$ cat src/rtl/demux1x4_stream.sv
// 1-to-4 valid/ready stream demultiplexer with a one-entry output register per lane.
// Lane selection is either manual (s) or round-robin over accepted beats (auto).
module demux1x4_stream #(
    parameter int W = 8
) (
    input  logic           clk,
    input  logic           rst_n,
    input  logic [W-1:0]   in_data,
    input  logic           in_valid,
    output logic           in_ready,
    input  logic [1:0]     s,
    input  logic           auto,
    output logic [4*W-1:0] y_data,
    output logic [3:0]     y_valid,
    input  logic [3:0]     y_ready,
    output logic [1:0]     cur_sel
);

    logic [W-1:0] lane_data [4];
    logic [3:0]   lane_valid;
    logic [1:0]   rr_ptr;
    logic [1:0]   esel;
    logic         accept;

    // No bypass to other lanes: only the selected lane's occupancy gates the input.
    always_comb begin
        esel     = auto ? rr_ptr : s;
        cur_sel  = esel;
        in_ready = !lane_valid[esel] || y_ready[esel];
        accept   = in_valid && in_ready;
    end

    always_comb begin
        y_data = '0;
        for (int k = 0; k < 4; k++) begin
            y_data[k*W +: W] = lane_data[k];
        end
        y_valid = lane_valid;
    end

    // A load takes priority over a drain of the same lane, so a full lane that
    // drains and reloads on one edge stays valid with the new beat.
    always_ff @(posedge clk) begin
        if (!rst_n) begin
            for (int k = 0; k < 4; k++) begin
                lane_data[k] <= '0;
            end
            lane_valid <= '0;
            rr_ptr     <= '0;
        end else begin
            for (int k = 0; k < 4; k++) begin
                if (accept && (esel == 2'(k))) begin
                    lane_data[k]  <= in_data;
                    lane_valid[k] <= 1'b1;
                end else if (lane_valid[k] && y_ready[k]) begin
                    lane_valid[k] <= 1'b0;
                end
            end
            if (accept && auto) begin
                rr_ptr <= rr_ptr + 2'd1;
            end
        end
    end

endmodule

$ cat config.mk
export PLATFORM = sky130hd
export DESIGN_NAME = demux1x4_stream
export DESIGN_NICKNAME = d
export VERILOG_FILES = /design/src/rtl/demux1x4_stream.sv
export SDC_FILE = /design/constraint.sdc
export NUM_CORES = 1
export LEC_CHECK = 0
export CORE_ASPECT_RATIO = 1.75
export CORE_MARGIN = 3
export CORE_UTILIZATION = 25
export DETAILED_ROUTE_END_ITERATION = 10
export PLACE_DENSITY_LB_ADDON = 0.12
export RECOVER_POWER = 100
export SLEW_MARGIN = 25
export SYNTH_ARGS = -nofsm -noshare
export SYNTH_HDL_FRONTEND = slang
export SYNTH_SLANG_ARGS = --single-unit
$ cat constraint.sdc
create_clock -name clk -period 1.6 [get_ports clk]
set_input_delay 0.16 -clock clk [delete_from_list [all_inputs] [get_ports clk]]
set_output_delay 0.16 -clock clk [all_outputs]
set_load 0.005 [all_outputs]
==> flow_summary.toml <==
[clocking]
clock_latency_ns = 0.28
hold_buffers = 0
htreeDepth = 2
numCtsBuffers = 5
cts_tree = "built"
path_clk_slew_ns = 0.07
cts_root_buf = "clkbuf_8"
clock_path_buffers = 2
cts_sinks = 38

[worst_hold_path]
min_to = "rr_ptr[1]$_SDFFE_PN0P_"
min_path_type = "reg -> reg"
hold_path.startpoint = "rr_ptr[0]$_SDFFE_PN0P_"
holdPathStages = 2

[timing]
slew_headroom_pct = 77.4
setup_viol = 0
fmax_mhz = 681
worst_pin_slew_ns = 0.338
finalWorstSetupSlack_ns = 0.132
fin_crit_sh_pct = 91.7
finClkSkew_ns = 0.00394
post-route-min-period_ns = 1.47
rsz0062_at_grt = "false"
hold_violations = 0
slew_viol_final = 0

[detailed_routing]
ant_nets = 0
drtPass1Iterations = 4
routedWlPerCell_um = 14.4
drc = 0
via_count = 1133
viasPerCell = 4.24
drt_iter0_drc = 31
totalWireLength_mm = 3.84

[floorplan]
io_pins = 57
start_util_pct = 26.1
core_area_sq_um = 5630
rows = 36
die_w_um = 64.0
die_h_um = 107
die-area_sq_um = 6870

[yosys]
ys_async_sr_fraction_pct = 0
ys_types = 18
ys_top_cells_by_area = "edfxtp_1 (65%), dfxtp_1 (8.2%), nor2_1 (8.2%)"
synth_area_leader_cell = "edfxtp_1"
syn-cell-area_sq_um = 1470
ys_seq_elements = 38
synth_top_area_share_pct = 65.4
yosys_warnings = 0
syn_inst = 112
synth_edf_count = 32
avgSynthCellArea_sq_um = 13.1
synth_top_flop_cell = "edfxtp_1"
synth_seq_area_share_pct = 73.5
synth_common_cells = "edfxtp_1 (32), nor2_1 (32), nand2_1 (13), dfxtp_1 (6), nand2b_1 (5)"
syn-num-nets = 130

[power]
power_density_nw_per_um2 = 878
p_leak_nw = 0.943
vdd_ir_drop_max_v = 0.000458

[critical_path]
rr_startpoint = "rr_ptr[1]$_SDFFE_PN0P_"
critPathMaxFanout = 4
cp_slowest_stage_delay_ns = 0.34
worstRegToRegCells = 5
crit_top_cell = "mux2i_4"
crit_arrival_ns = 1.31
crit_required_ns = 1.44
path_class = "reg -> out"
cp_cell_sequence = "mux2i_4, inv_4, mux2i_4, mux2i_1, clkbuf_1"
end_kind = "output pin"
r2r_end = "lane_data[1][1]$_SDFFCE_PN0P_"
crit_slowest_cell = "dfxtp_2"
startpoint_type = "flip-flop"
r2r_slack_ns = 0.16

[placement]
hpwl_mm = 3.09
pre_cts_ws_ns = -0.399
io_buffer_count = 56
gp_congestion = 0.783

[final_layout]
final_core_util_pct = 41.7
synthToLayoutAreaGrowth_pct = 59.7
fill_cells = 571
layout.nets = 208
drive_gt1_share_pct = 15.7
antenna_cells = 0

[status]
status = "finished clean"

[grt]
grt_pass1_vias = 1213
grt.total_usage_pct = 12.1
grt_max_degree = 13
antenna_found_initial = 0
grt_pass1_wl_mm = 6.13
overflow = 0

[run]
drv_cap = 0
[worst max path at each step]
stage / from / endpoint
after floorplan: rr_ptr[1]$_SDFFE_PN0P_ / lane_data[0][0]$_SDFFCE_PN0P_
after global placement: auto / in_ready
after detailed placement: auto / in_ready
after CTS: rr_ptr[1]$_SDFFE_PN0P_ / in_ready
after global routing: rr_ptr[1]$_SDFFE_PN0P_ / in_ready
final: rr_ptr[1]$_SDFFE_PN0P_ / in_ready
[metal layers]
metal / GRT usage (%) / routed length, um
met4: 5.10 / 84
met1: 11.2 / 1270
met2: 23.8 / 2290
met5: 0 / 0
met3: 3.34 / 196
[state kept, by name, indices dropped and copies added (netlist names)]
| signal | cells |
|---|---|
| lane_data | 32 |
| rr_ptr | 2 |
| y_valid | 4 |
[cells by family (layout without fill, tap and decap cells)]
logic type | after synthesis | count (layout) | synth area share, %
AOI/OAI and AO/OA | 8 | 8 | 4.09
buffers and inverters | 6 | 85 | 1.70
DFF | 38 | 38 | 73.5
muxes | 5 | 5 | 3.66
and+or+nand+nor | 55 | 55 | 17.0
[repair_timing]
item,4_1_cts,5_1_grt
hold endpoints to repair,0,0
gates resized for setup,6,5
setup buffers,3,0
setup endpoints to repair,19,4
[power by group]
part	total [mW]	switching (mW)	internal, mW	leakage, nW
combinational	0.299	0.131	0.168	0.513
clock	0.619	0.321	0.298	0.0416
sequential	1.15	0.0152	1.13	0.389
total	2.06	0.467	1.60	0.943
[final cells by class]
type	instances	area (sq um)	share of cell area [%]
flip-flops and latches	38	1080	46.1
multi-input cells	68	369	15.7
well taps	76	95.1	4.05
inverters	3	13.8	0.586
clock buffers	5	68.8	2.93
clock inverters	3	16.3	0.693
repair buffers	74	703	29.9
[critical path, delay by kind of cell, from the launching register on]
| family | cells | cell delay [ns] |
|---|---|---|
| multiplexers | 3 | 0.49 |
| flip-flops | 1 | 0.34 |
| buffers and inverters | 2 | 0.19 |
[per-stage QoR]
| step | TNS, ns | instances | power, mW | cell area, sq um | hold WS (ns) |
|---|---|---|---|---|---|
| after floorplan | 0 | 112 | 1.26 | 1470 | 0.358 |
| after global placement | -13.61 | 256 | 1.49 | 2250 | 0.496 |
| after detailed placement | -17.03 | 256 | 1.49 | 2250 | 0.535 |
| after CTS | -0.000345 | 267 | 2.13 | 2360 | 0.544 |
| after global routing | 0 | 267 | 2.17 | 2350 | 0.553 |
| final | 0 | 267 | 2.06 | 2350 | 0.542 |
[layout by cell type, fill, tap and decap left out, drive strengths merged, types with 2 or more instances in the layout]
cell,instances
nand2,13
inv,3
clkinv,2
mux2i,5
a21boi,5
nand2b,5
nand4,4
edfxtp,32
nor2,32
buf,12
clkdlybuf4s50,16
dlygate4sd2,3
dfxtp,6
clkbuf,12
dlygate4sd3,36
No activity file was read; power rests on OpenSTA's default activity.
